<file path="src/rtl/datapath_sequencer_pkg.sv">
// datapath_sequencer_pkg
// Shared definitions for the datapath sequencer:
//   - opcode values understood by the sequencer (NOP..OUTIN)
//   - FSM state codes, kept as plain localparams so older tools and
//     netlists can read them without enum support
//   - the strobe bundle type and the opcode decode function
package datapath_sequencer_pkg;

    localparam int unsigned OP_NOP   = 0;
    localparam int unsigned OP_LDA   = 1;
    localparam int unsigned OP_LDB   = 2;
    localparam int unsigned OP_ADD   = 3;
    localparam int unsigned OP_SUB   = 4;
    localparam int unsigned OP_ACC   = 5;
    localparam int unsigned OP_OUTA  = 6;
    localparam int unsigned OP_OUTIN = 7;

    localparam logic [1:0] ST_IDLE   = 2'd0;
    localparam logic [1:0] ST_SETUP  = 2'd1;
    localparam logic [1:0] ST_STROBE = 2'd2;
    localparam logic [1:0] ST_TURN   = 2'd3;

    typedef struct packed {
        logic latch_a;
        logic latch_b;
        logic enable_a;
        logic enable_alu;
        logic enable_in;
        logic enable_out;
        logic add_sub;
        logic illegal;
    } strobe_t;

    // Every opcode sets add_sub (only SUB selects B-A), so AddSub is
    // reloaded on each instruction entry rather than left stale.
    // Undefined codes decode to no strobes with the illegal flag set.
    function automatic strobe_t decode_op(input int unsigned code);
        strobe_t s;
        s = '0;
        case (code)
            OP_NOP: ;
            OP_LDA: begin
                s.enable_in = 1'b1;
                s.latch_a   = 1'b1;
            end
            OP_LDB: begin
                s.enable_in = 1'b1;
                s.latch_b   = 1'b1;
            end
            OP_ADD: begin
                s.enable_alu = 1'b1;
                s.enable_out = 1'b1;
            end
            OP_SUB: begin
                s.enable_alu = 1'b1;
                s.enable_out = 1'b1;
                s.add_sub    = 1'b1;
            end
            OP_ACC: begin
                s.enable_alu = 1'b1;
                s.latch_a    = 1'b1;
            end
            OP_OUTA: begin
                s.enable_a   = 1'b1;
                s.enable_out = 1'b1;
            end
            OP_OUTIN: begin
                s.enable_in  = 1'b1;
                s.enable_out = 1'b1;
            end
            default: s.illegal = 1'b1;
        endcase
        return s;
    endfunction

endpackage

</file>
<file path="src/rtl/datapath_sequencer_if.sv">
// datapath_sequencer_if
// Instruction handshake plus datapath strobe bundle between an
// instruction source (master) and the sequencer (slave).
//   InstrValid/Opcode     : master -> sequencer, opcode offer
//   InstrReady            : sequencer idle, may accept
//   LatchA/LatchB         : register A / B load strobes
//   EnableA/EnableAlu/EnableIn : IB drivers (at most one at a time)
//   EnableOut             : output register load from IB
//   AddSub                : ALU mode, 0 = A+B, 1 = B-A
//   Done/IllegalOp        : retire pulse, illegal flag with it
interface datapath_sequencer_if #(
    parameter int OPW = 4
);
    logic           InstrValid;
    logic [OPW-1:0] Opcode;
    logic           InstrReady;
    logic           LatchA;
    logic           LatchB;
    logic           EnableA;
    logic           EnableAlu;
    logic           EnableIn;
    logic           EnableOut;
    logic           AddSub;
    logic           Done;
    logic           IllegalOp;

    modport master (
        output InstrValid, Opcode,
        input  InstrReady, LatchA, LatchB, EnableA, EnableAlu, EnableIn,
               EnableOut, AddSub, Done, IllegalOp
    );

    modport slave (
        input  InstrValid, Opcode,
        output InstrReady, LatchA, LatchB, EnableA, EnableAlu, EnableIn,
               EnableOut, AddSub, Done, IllegalOp
    );
endinterface

</file>
<file path="src/rtl/datapath_sequencer.sv">
// datapath_sequencer
// Control end of the A/B/ALU/in-out datapath on the 4-bit bus IB.
// Accepts one opcode over valid/ready, then runs a timed
// SETUP -> STROBE -> TURN sequence and retires with a Done pulse.
// Ports:
//   MainClock : clock, all state on rising edge
//   MainReset : synchronous active-high reset
//   bus       : datapath_sequencer_if slave modport (handshake + strobes)
// All outputs come straight from flops; next-output values are derived
// from the next state so they line up with the state they belong to.
module datapath_sequencer
    import datapath_sequencer_pkg::*;
#(
    parameter int OPW           = 4,
    parameter int SETUP_CYCLES  = 1,
    parameter int STROBE_CYCLES = 1,
    parameter int TURN_CYCLES   = 1
) (
    input  logic                  MainClock,
    input  logic                  MainReset,
    datapath_sequencer_if.slave   bus
);

    localparam int MAX_A   = (SETUP_CYCLES > STROBE_CYCLES) ? SETUP_CYCLES : STROBE_CYCLES;
    localparam int MAX_CYC = (MAX_A > TURN_CYCLES) ? MAX_A : TURN_CYCLES;
    localparam int CNT_W   = (MAX_CYC > 1) ? $clog2(MAX_CYC) : 1;

    // The phase counter is loaded with (length-1) on state entry and
    // counts down; the phase ends when it reads zero.
    localparam logic [CNT_W-1:0] SETUP_LOAD  = CNT_W'(SETUP_CYCLES - 1);
    localparam logic [CNT_W-1:0] STROBE_LOAD = CNT_W'(STROBE_CYCLES - 1);
    localparam logic [CNT_W-1:0] TURN_LOAD   = CNT_W'(TURN_CYCLES - 1);

    logic [OPW-1:0]   opcode_in;
    logic [1:0]       state_q, state_d;
    logic [CNT_W-1:0] cnt_q, cnt_d;
    strobe_t          op_q, op_d;
    strobe_t          out_q, out_d;
    logic             done_q, done_d;
    logic             ready_q, ready_d;

    assign opcode_in = bus.Opcode;

    // Next state, phase counter and captured decode. The opcode is only
    // looked at in IDLE, so offers while busy are ignored.
    always_comb begin
        state_d = state_q;
        cnt_d   = cnt_q;
        op_d    = op_q;
        case (state_q)
            ST_IDLE: begin
                if (bus.InstrValid) begin
                    state_d = ST_SETUP;
                    cnt_d   = SETUP_LOAD;
                    op_d    = decode_op(32'(opcode_in));
                end
            end
            ST_SETUP: begin
                if (cnt_q == '0) begin
                    state_d = ST_STROBE;
                    cnt_d   = STROBE_LOAD;
                end else begin
                    cnt_d = cnt_q - CNT_W'(1);
                end
            end
            ST_STROBE: begin
                if (cnt_q == '0) begin
                    state_d = ST_TURN;
                    cnt_d   = TURN_LOAD;
                end else begin
                    cnt_d = cnt_q - CNT_W'(1);
                end
            end
            ST_TURN: begin
                if (cnt_q == '0) begin
                    state_d = ST_IDLE;
                    cnt_d   = '0;
                end else begin
                    cnt_d = cnt_q - CNT_W'(1);
                end
            end
            default: begin
                state_d = ST_IDLE;
                cnt_d   = '0;
            end
        endcase
    end

    // Registered outputs. Strobes exist only in STROBE, which keeps the
    // IB drivers off during SETUP and TURN. AddSub reloads only when
    // SETUP is entered and otherwise holds.
    always_comb begin
        out_d   = '0;
        ready_d = (state_d == ST_IDLE);
        done_d  = (state_d == ST_TURN) && (cnt_d == '0);
        if (state_d == ST_STROBE) begin
            out_d = op_d;
        end
        if ((state_q == ST_IDLE) && (state_d == ST_SETUP)) begin
            out_d.add_sub = op_d.add_sub;
        end else begin
            out_d.add_sub = out_q.add_sub;
        end
        out_d.illegal = done_d && op_d.illegal;
    end

    always_ff @(posedge MainClock) begin
        if (MainReset) begin
            state_q <= ST_IDLE;
            cnt_q   <= '0;
            op_q    <= '0;
            out_q   <= '0;
            done_q  <= 1'b0;
            ready_q <= 1'b1;
        end else begin
            state_q <= state_d;
            cnt_q   <= cnt_d;
            op_q    <= op_d;
            out_q   <= out_d;
            done_q  <= done_d;
            ready_q <= ready_d;
        end
    end

    assign bus.InstrReady = ready_q;
    assign bus.LatchA     = out_q.latch_a;
    assign bus.LatchB     = out_q.latch_b;
    assign bus.EnableA    = out_q.enable_a;
    assign bus.EnableAlu  = out_q.enable_alu;
    assign bus.EnableIn   = out_q.enable_in;
    assign bus.EnableOut  = out_q.enable_out;
    assign bus.AddSub     = out_q.add_sub;
    assign bus.Done       = done_q;
    assign bus.IllegalOp  = out_q.illegal;

endmodule

</file>
<file path="src/flat_wrapper.sv">
// flat-port wrapper written by rule: the top's interface ports become plain ports
module datapath_sequencer_flat import datapath_sequencer_pkg::*;
#(
    parameter int OPW           = 4,
    parameter int SETUP_CYCLES  = 1,
    parameter int STROBE_CYCLES = 1,
    parameter int TURN_CYCLES   = 1
)
  (MainClock, MainReset, bus_InstrValid, bus_Opcode, bus_InstrReady, bus_LatchA, bus_LatchB, bus_EnableA, bus_EnableAlu, bus_EnableIn, bus_EnableOut, bus_AddSub, bus_Done, bus_IllegalOp);
  datapath_sequencer_if #(.OPW(OPW)) bus_i ();
  input  logic MainClock;
  input  logic MainReset;
  input wire logic [$bits(bus_i.InstrValid)-1:0] bus_InstrValid;
  input wire logic [$bits(bus_i.Opcode)-1:0] bus_Opcode;
  output wire logic [$bits(bus_i.InstrReady)-1:0] bus_InstrReady;
  output wire logic [$bits(bus_i.LatchA)-1:0] bus_LatchA;
  output wire logic [$bits(bus_i.LatchB)-1:0] bus_LatchB;
  output wire logic [$bits(bus_i.EnableA)-1:0] bus_EnableA;
  output wire logic [$bits(bus_i.EnableAlu)-1:0] bus_EnableAlu;
  output wire logic [$bits(bus_i.EnableIn)-1:0] bus_EnableIn;
  output wire logic [$bits(bus_i.EnableOut)-1:0] bus_EnableOut;
  output wire logic [$bits(bus_i.AddSub)-1:0] bus_AddSub;
  output wire logic [$bits(bus_i.Done)-1:0] bus_Done;
  output wire logic [$bits(bus_i.IllegalOp)-1:0] bus_IllegalOp;
  assign bus_i.InstrValid = bus_InstrValid;
  assign bus_i.Opcode = bus_Opcode;
  assign bus_InstrReady = bus_i.InstrReady;
  assign bus_LatchA = bus_i.LatchA;
  assign bus_LatchB = bus_i.LatchB;
  assign bus_EnableA = bus_i.EnableA;
  assign bus_EnableAlu = bus_i.EnableAlu;
  assign bus_EnableIn = bus_i.EnableIn;
  assign bus_EnableOut = bus_i.EnableOut;
  assign bus_AddSub = bus_i.AddSub;
  assign bus_Done = bus_i.Done;
  assign bus_IllegalOp = bus_i.IllegalOp;
  datapath_sequencer #(.OPW(OPW), .SETUP_CYCLES(SETUP_CYCLES), .STROBE_CYCLES(STROBE_CYCLES), .TURN_CYCLES(TURN_CYCLES)) u_core (.MainClock(MainClock), .MainReset(MainReset), .bus(bus_i));
endmodule
</file>
<file path="config.mk">
export PLATFORM = sky130hd
export DESIGN_NAME = datapath_sequencer_flat
export DESIGN_NICKNAME = d
export VERILOG_FILES = /design/src/rtl/datapath_sequencer_pkg.sv /design/src/rtl/datapath_sequencer_if.sv /design/src/rtl/datapath_sequencer.sv /design/src/flat_wrapper.sv
export SDC_FILE = /design/constraint.sdc
export NUM_CORES = 1
export LEC_CHECK = 0
export CORE_MARGIN = 1.5
export CORE_UTILIZATION = 45
export CTS_BUF_LIST = sky130_fd_sc_hd__clkbuf_8
export DETAILED_ROUTE_END_ITERATION = 12
export PLACE_DENSITY = 0.73
export SLEW_MARGIN = 25
export SYNTH_ARGS = -nofsm -noshare
export SYNTH_HDL_FRONTEND = slang
export SYNTH_SLANG_ARGS = --single-unit
</file>
<file path="constraint.sdc">
create_clock -name MainClock -period 2 [get_ports MainClock]
set_clock_uncertainty 0.15 [all_clocks]
set_input_delay 0.2 -clock MainClock [delete_from_list [all_inputs] [get_ports MainClock]]
set_output_delay 0.2 -clock MainClock [all_outputs]
set_load 0.03 [all_outputs]
</file>
## Yosys cells after proc, flatten, opt, wreduce, memory -nomap -nowiden

Cells that the tools add are included.

- Add/sub/neg operators: 1
- Multiply operators: 0
- Div/mod/pow operators: 0
- Magnitude comparators: 0
- Equal/unequal tests: 13
- Shifts and indexed selects: 0
- Mux-type cells: 18
- Bitwise logic cells: 2
- Reductions and logical operators: 13

Operator list:

| operator | count |
|---|---|
| 4-bit by 3-bit equality test with 1-bit output, second input constant | 4 |
| 8-bit 2-to-1 mux | 2 |
| 1-bit 2-to-1 mux | 10 |
| 3-bit OR reduction | 3 |
| 2-bit equality test, second input constant | 4 |
| 4-bit by 2-bit equality test with 1-bit output, second input constant | 2 |
| 2-bit 2-to-1 mux | 4 |
| 2-bit one-hot mux with 4 select lines | 1 |
| 8-bit OR reduction | 1 |
| 2-bit by 1-bit equality test with 1-bit output, second input constant | 2 |
| 4-bit by 1-bit equality test with 1-bit output, second input constant | 1 |
| 2-bit zero test | 2 |
| 4-bit zero test | 1 |
| 2-bit OR reduction | 2 |
| 4-bit OR reduction | 1 |
| 1-bit logical AND | 3 |
| 1-bit inverter | 2 |
| 1-bit one-hot mux with 2 select lines | 1 |
| 1-bit subtractor, second input constant | 1 |

- Register bits: 21
- Latch bits: 0
- Bits in writable memories: 0
- Bits in read-only memories: 0
- Input port bits: 7
- Output and inout port bits: 10
- Word-level logic and storage cells: 67
- Memories kept: 0

## Logic depth before layout (Yosys ltp)

Gate-level depths: netlist of run 1.

- Word-level depth: 6
- Mapped depth: 5
- Gate-level depth less buffers: 3

## Worst setup path before layout of run 1

No wires, ideal clock.

- Path type: reg2reg
- Start point: register u_core.state_q[0]
- End point: register u_core.op_q[2] in the netlist's numbering
- Library setup time: 70 ps
- Arrival time: 1395 ps
- Data required time: 1780 ps
- Setup slack: 385 ps
- Stages on the path, launching flop included: 6
- Path buffers: 2
- Period minus slack after synthesis: 1615 ps
- Cell sequence: dfxtp_1 buf_6 or3b_4 buf_6 or3_4 a21oi_1

- Word-level cells in the longest chain between the ends: 2

Ends and longest elaborated chain:

| item | RTL line | RTL |
|---|---|---|
| start, declared | datapath_sequencer.sv:35 | `logic [1:0] state_q, state_d;` |
| start signal, assigned | datapath_sequencer.sv:116 | `state_q <= state_d;` |
| 2-bit zero test | datapath_sequencer.sv:50 | `case (state_q)` |
| 8-bit 2-to-1 mux | datapath_sequencer.sv:50 |  |
| end signal, assigned | datapath_sequencer.sv:118 | `op_q <= op_d;` |
| end, declared | datapath_sequencer.sv:37 | `strobe_t op_q, op_d;` |

No other way between the ends.
A chain may end at the register's enable or synchronous reset.

## Worst setup path after layout of run 1

- Start point: input port bus_InstrValid
- End point: register u_core.op_q[2] in the netlist's numbering

- Word-level cells in the longest chain between the ends: 2

Ends and longest elaborated chain:

| item | RTL line | RTL |
|---|---|---|
| start, declared | flat_wrapper.sv:13 | `input wire logic [$bits(bus_i.InstrValid)-1:0] bus_InstrValid;` |
| 8-bit 2-to-1 mux | datapath_sequencer.sv:52 | `if (bus.InstrValid) begin` |
| 8-bit 2-to-1 mux | datapath_sequencer.sv:50 |  |

No other way between the ends.

==> results.py, run 1 <==
metrics = {
    "run_status": {
        "result_of_the_run": "finished, final reports clean",
    },
    "logic_synthesis": {
        "number_of_distinct_library_cells_after_synthesis": 27,
        "avgSynthCellArea_um2": 9.98,
        "postSynthRegisterBits": 20,
        "synthesis.area_um2": 798,
        "netlist.area_leader.share_pct": 50.2,
        "seq_area_frac_synth_pct": 50.2,
        "asyncSetResetFlopFracSynth_pct": 0,
        "synth-edff-count": 0,
        "syn_inst_count": 80,
        "netlist_top_cells_area": "dfxtp_1, mux2i_1, a21oi_1",
        "ys_warn_count": 0,
        "ys.flop_type": "dfxtp_1",
        "postSynthNetCount": 87,
        "post-synth-top-area-cell": "dfxtp_1",
    },
    "timing": {
        "maxSlewHeadroom_pct": 70.9,
        "timing.final.max_slew_violations": 0,
        "timing.final.crit_period_ns": 1.65,
        "grt_setup_unrepaired": "no",
        "maximum_clock_frequency_ghz": 0.608,
        "setup-tns-final_ns": 0,
        "worst-slew-pin-transition_ns": 0.434,
        "report.final.hold_viol_count": 0,
        "final_worst_path_cycle_share_pct": 82.3,
        "final-setup-viol-count": 0,
    },
    "clock_network": {
        "cts.repair_timing.setup_buffer_count": 0,
        "clk_latency_ns": 0.26,
        "cts.path.max_buffers": 2,
        "tritoncts": "built",
        "numClockSinks": 20,
        "cts_resized": 0,
        "cts-hold-fix-buffers": 0,
        "tritoncts.num_buffers": 3,
        "htree_levels": 1,
        "path_clk_slew_ns": 0.07,
        "cts_root_buffer_type": "clkbuf_8",
    },
    "grt": {
        "gr-total-overflow": 0,
        "wire_length_of_the_first_global_routing_pass_um": 2260,
        "first_global_vias": 525,
        "antenna_violations_before_repair": 0,
        "grt_start_max_net_pins": 13,
        "grt_use_total_pct": 16.2,
    },
    "final_layout": {
        "antenna_cells_inserted": 0,
        "sequential_cell_area_um2": 400,
        "finalNonFillerCells": 113,
        "final_design_area_no_fill_mm2": 0.00103,
        "fraction_of_final_layout_cells_sized_beyond_drive_strength_1_pct": 10.4,
        "n_fill_cell": 143,
        "area_growth_syn_to_layout_pct": 28.8,
        "multi_input_comb_area_um2": 360,
        "final_net_count": 104,
        "final_util_pct": 60.9,
    },
    "detailed_routing": {
        "routed_wire_length_per_instance_um": 11.8,
        "post_route_wl_um": 1330,
        "vias_per_cell": 5.28,
        "routed.top_layer": "met4",
        "drt_first_iter_violations": 10,
        "vias": 597,
        "routed-wl-met3_um": 43,
        "drt-pass1-iter-count": 3,
        "detail-route-antenna-nets": 0,
        "detail_route.wirelength.met1_um": 642,
        "drcViolationCount": 0,
        "met2_length_um": 616,
    },
    "floorplan": {
        "number_of_ports_placed_on_the_die_boundary": 17,
        "die_x_um": 45.1,
        "dieArea_mm2": 0.00204,
        "initial_util_pct": 47.3,
        "chipHeight_um": 45.1,
        "placementRows": 15,
        "coreArea_mm2": 0.00169,
    },
    "place": {
        "place_hpwl_um": 926,
        "detailed_place.area_um2": 957,
        "place.port_buffers": 16,
        "dp.cells": 109,
        "place_congestion": 0.721,
    },
    "power": {
        "clock_power_share_pct": 42.7,
        "vdd.ir_drop.worst_v": 0.000831,
        "netSwitchingFraction_pct": 21.6,
        "switching_power_w": 0.000203,
        "power.static_leakage_nw": 0.394,
        "p_per_area_mw_per_mm2": 913,
        "combinationalPowerShare_pct": 11.9,
        "seq_power_share_pct": 45.4,
        "power_report.internal_total_w": 0.000737,
    },
    "setup_path": {
        "worst-endpoint-required_ns": 2.04,
        "crit_path_max_fanout": 6,
        "worstRegToRegCells": 3,
        "data_arrival_time_of_the_critical_path_ns": 1.68,
        "setup.worst_path.start_class": "primary input",
        "crit-reg2reg-capture": "u_core.op_q[2]",
        "worstSetupEndpointType": "flop",
        "startpoint": "bus_InstrValid",
        "crit_end": "u_core.op_q[2]",
        "rr_startpoint": "u_core.state_q[1]",
        "timing.reg2reg.setup_slack_ns": 0.39,
        "crit_type": "primary input to flop",
    },
    "job": {
        "maxCapViolCount": 0,
    },
    "worst_hold_path": {
        "worst_hold_class": "flop to flop",
    },
}
placed cells by master (no fill, tap or decap), drive strengths merged:
cell	instances
nor3b	2
a211o	1
xnor2	1
a21o	1
bufinv	1
or3b	2
nand3	1
or2	1
nor4b	4
nor4bb	1
nor3	4
mux2i	5
and3b	2
or3	1
o21ai	1
clkbuf	3
clkdlybuf4s50	16
nand2b	1
a21oi	8
dfxtp	20
and2b	1
buf	2
nand2	5
o211a	1
nor2	7
nand3b	1
nor2b	3
per-layer routing:
layer  global-route usage [%]  vias to the layer above
met5                        0                        -
met4                     12.4                        0
met2                     22.9                       14
met3                     5.20                        3
li1                         -                      310
met1                     20.2                      270
how the worst min path moves through the flow:
stage,from,endpoint,slack [ns],depth (start not counted)
2_1_floorplan,MainReset,u_core.op_q[3],0.13,1
3_3_place_gp,u_core.op_q[2],u_core.bus.EnableOut,0.30,2
3_5_place_dp,u_core.op_q[2],u_core.op_q[2],0.30,2
4_1_cts,u_core.op_q[2],u_core.bus.EnableOut,0.31,2
5_1_grt,u_core.op_q[2],u_core.op_q[2],0.34,2
6_report,u_core.op_q[2],u_core.bus.EnableOut,0.31,2
power by group through the flow:
stage	Combinational, W	Clock (W)	Sequential [W]
after floorplan	0.0000793	0	0.000437
after global placement	0.000111	0	0.000435
after detailed placement	0.000111	0	0.000435
after CTS	0.000112	0.000410	0.000426
after global routing	0.000123	0.000424	0.000429
final	0.000112	0.000401	0.000426
kinds of logic after synthesis:
family	after synthesis	synth area share [%]
simple gates	36	28.8
flops	20	50.2
compound gates	12	8.93
buf+inv	6	4.70
mux	5	6.27
xor+xnor	1	1.10
per-stage QoR:
step	hold slack [ns]	power (W)	setup slack, ns
after floorplan	0.128	0.000517	0.385
after global placement	0.300	0.000546	0.120
after detailed placement	0.302	0.000547	0.0845
after CTS	0.308	0.000948	0.362
after global routing	0.343	0.000975	0.297
final	0.306	0.000939	0.354
final cells by class:
cell class                      count  share of cell area (%)
Sequential cell                    20                    38.9
Multi-Input combinational cell     54                    35.0
Timing Repair Buffer               18                    17.0
Clock buffer                        3                    4.01
Clock inverter                      1                    2.92
Tap cell                           17                    2.07
critical path, stage by stage:
cell,delay [ns]
clkdlybuf4s50_1,0.53
or3b_4,0.44
or3_4,0.38
a21oi_1,0.13
sequential cells by signal, indices dropped and copies added (netlist names):
signal / cells
u_core.bus.AddSub: 1
u_core.bus.Done: 1
u_core.bus.EnableA: 1
u_core.bus.EnableAlu: 1
u_core.bus.EnableIn: 1
u_core.bus.EnableOut: 1
u_core.bus.IllegalOp: 1
u_core.bus.InstrReady: 1
u_core.bus.LatchA: 1
u_core.bus.LatchB: 1
u_core.cnt_q: 1
u_core.op_q: 7
u_core.state_q: 2
Yosys cell counts, drive strengths merged, types with 2 or more instances:
master   n
dfxtp   20
nor3     4
or3b     2
mux2i    5
nand2    5
clkbuf   4
and3b    2
nor4b    4
nor3b    2
buf      2
a21oi    8
nor2b    3
nor2     7
(Power assumes the default switching activity.)
==> run 2, diff against run 1 <==
- PLACE_DENSITY: 0.73 -> 0.76
- clock period: 2 -> 1.5 ns (I/O delays scaled with it)
==> results.py, run 2 (synthesis results as in run 1) <==
metrics = {
    "grt": {
        "grt_use_total_pct": 18.1,
        "antenna_violations_before_repair": 0,
        "gr-total-overflow": 0,
        "first_global_vias": 617,
        "wire_length_of_the_first_global_routing_pass_um": 2570,
        "grt_start_max_net_pins": 11,
    },
    "floorplan": {
        "initial_util_pct": 47.3,
        "placementRows": 15,
        "die_x_um": 45.1,
        "dieArea_mm2": 0.00204,
        "chipHeight_um": 45.1,
        "number_of_ports_placed_on_the_die_boundary": 17,
        "coreArea_mm2": 0.00169,
    },
    "final_layout": {
        "final_util_pct": 64.3,
        "area_growth_syn_to_layout_pct": 36.0,
        "largest_register_ffs": 7,
        "fraction_of_final_layout_cells_sized_beyond_drive_strength_1_pct": 23.4,
        "registers.top_by_ff_count": "u_core.op_q",
        "highest_count_cells_in_the_layout_ignoring_fill_and_taps": "dfxtp_1, buf_4, dlygate4sd2_1",
        "antenna_cells_inserted": 0,
        "final_net_count": 116,
        "reg.largest.list": "u_core.op_q (7), u_core.state_q (2)",
        "mostFrequentLayoutCell": "dfxtp_1",
        "n_fill_cell": 150,
    },
    "detailed_routing": {
        "drt-pass1-iter-count": 6,
        "drcViolationCount": 0,
        "detail-route-antenna-nets": 0,
        "routed_wire_length_per_instance_um": 12.7,
        "drt_first_iter_violations": 7,
        "post_route_wl_um": 1580,
        "vias": 662,
        "vias_per_cell": 5.34,
    },
    "timing": {
        "timing.final.crit_period_ns": 1.49,
        "grt_setup_unrepaired": "yes",
        "timing.final.max_slew_violations": 0,
        "final.setup.worst_slack_ns": 0.0111,
        "maximum_clock_frequency_ghz": 0.672,
        "final_worst_path_cycle_share_pct": 99.3,
        "final-setup-viol-count": 0,
        "holdWs_ns": 0.313,
        "worst-slew-pin-transition_ns": 0.378,
        "maxSlewHeadroom_pct": 74.4,
        "report.final.hold_viol_count": 0,
        "setup-tns-final_ns": 0,
    },
    "power": {
        "seq_power_share_pct": 51.3,
        "power_report.internal_total_w": 0.000830,
        "p_per_area_mw_per_mm2": 1010,
        "vdd.ir_drop.worst_v": 0.000596,
        "netSwitchingFraction_pct": 24.3,
        "power.static_leakage_nw": 0.483,
        "clock_power_share_pct": 31.2,
        "totalPowerFinal_w": 0.00110,
        "combinationalPowerShare_pct": 17.4,
        "switching_power_w": 0.000267,
    },
    "clock_network": {
        "cts_root_buffer_type": "clkbuf_8",
        "cts.path.max_buffers": 2,
        "clk_latency_ns": 0.25,
        "htree_levels": 1,
        "tritoncts": "built",
        "tritoncts.num_buffers": 3,
        "cts.repair_timing.setup_buffer_count": 0,
        "numClockSinks": 20,
        "path_clk_slew_ns": 0.07,
    },
    "worst_hold_path": {
        "holdCritStartpoint": "u_core.bus.AddSub",
        "hold-path-cell-count": 2,
        "timing.hold.worst_endpoint": "u_core.bus.AddSub",
        "worst_hold_class": "flop to flop",
    },
    "setup_path": {
        "crit_path_max_fanout": 3,
        "startpoint": "bus_InstrValid",
        "crit-reg2reg-capture": "u_core.bus.EnableOut",
        "data_arrival_time_of_the_critical_path_ns": 1.53,
        "timing.reg2reg.setup_slack_ns": 0.01,
        "crit_type": "primary input to flop",
        "worst-endpoint-required_ns": 1.54,
        "rr_startpoint": "u_core.state_q[0]",
        "setup.worst_path.start_class": "primary input",
        "worstSetupEndpointType": "flop",
        "worstRegToRegCells": 3,
    },
    "place": {
        "place_congestion": 0.740,
        "dpl_worst_slack_ns": -0.274,
        "place_hpwl_um": 1140,
        "place.port_buffers": 16,
    },
    "job": {
        "maxCapViolCount": 0,
    },
    "run_status": {
        "result_of_the_run": "finished, final reports clean",
    },
}
==> run 2: changes by cell type in the layout (fill, tap and decap cells not counted), sizes merged <==
| cell | change |
|---|---|
| buf | +12 |
| bufinv | -1 |
| clkdlybuf4s50 | -10 |
| dlygate4sd2 | +10 |
==> run 2: through the flow <==
step	std cells	area, um2
after floorplan	80	798
after global placement	121	1050
after detailed placement	121	1050
after CTS	124	1080
after global routing	124	1090
final	124	1090
==> run 2: cell type report <==
class / instances / area (um2) / area share [%]
Multi-Input combinational cell: 54 / 369 / 34.0
Timing Repair Buffer: 30 / 253 / 23.3
Sequential cell: 20 / 402 / 37.0
Tap cell: 17 / 21.3 / 1.96
Clock buffer: 3 / 41.3 / 3.80
==> run 2: critical path: stages <==
cell and delay, ns:
clkdlybuf4s50_1 0.48, or3b_4 0.39, or3_4 0.39, a21oi_2 0.12
==> run 2: what timing repair did <==
| item | 4_1_cts | 5_1_grt |
|---|---|---|
| endpoints found under the setup margin | 13 | 5 |
| gates resized for setup | 12 | 3 |
| hold buffers | 0 | 0 |
==> run 2: power groups by stage <==
stage          logic [W]  clock network, W  registers (W)
6_report        0.000191          0.000343       0.000563
5_1_grt         0.000207          0.000380       0.000565
4_1_cts         0.000189          0.000351       0.000563
3_5_place_dp    0.000192                 0       0.000574
3_3_place_gp    0.000189                 0       0.000574
2_1_floorplan   0.000106                 0       0.000583
==> run 2: worst max path at each step <==
stage | cells after the start | to
4_1_cts | 3 | u_core.bus.EnableOut
3_3_place_gp | 4 | u_core.bus.EnableOut
5_1_grt | 3 | u_core.bus.EnableOut
6_report | 4 | u_core.bus.EnableOut
3_5_place_dp | 4 | u_core.bus.EnableOut
2_1_floorplan | 5 | u_core.op_q[2]
==> run 2: layer usage <==
metal | routed length (um) | share of wire (%) | track usage, %
met1 | 732 | 46 | 22.6
met2 | 786 | 50 | 28.9
met3 | 43 | 2.7 | 3.60
met4 | 14 | 0.89 | 10.6
met5 | 0 | 0 | 0
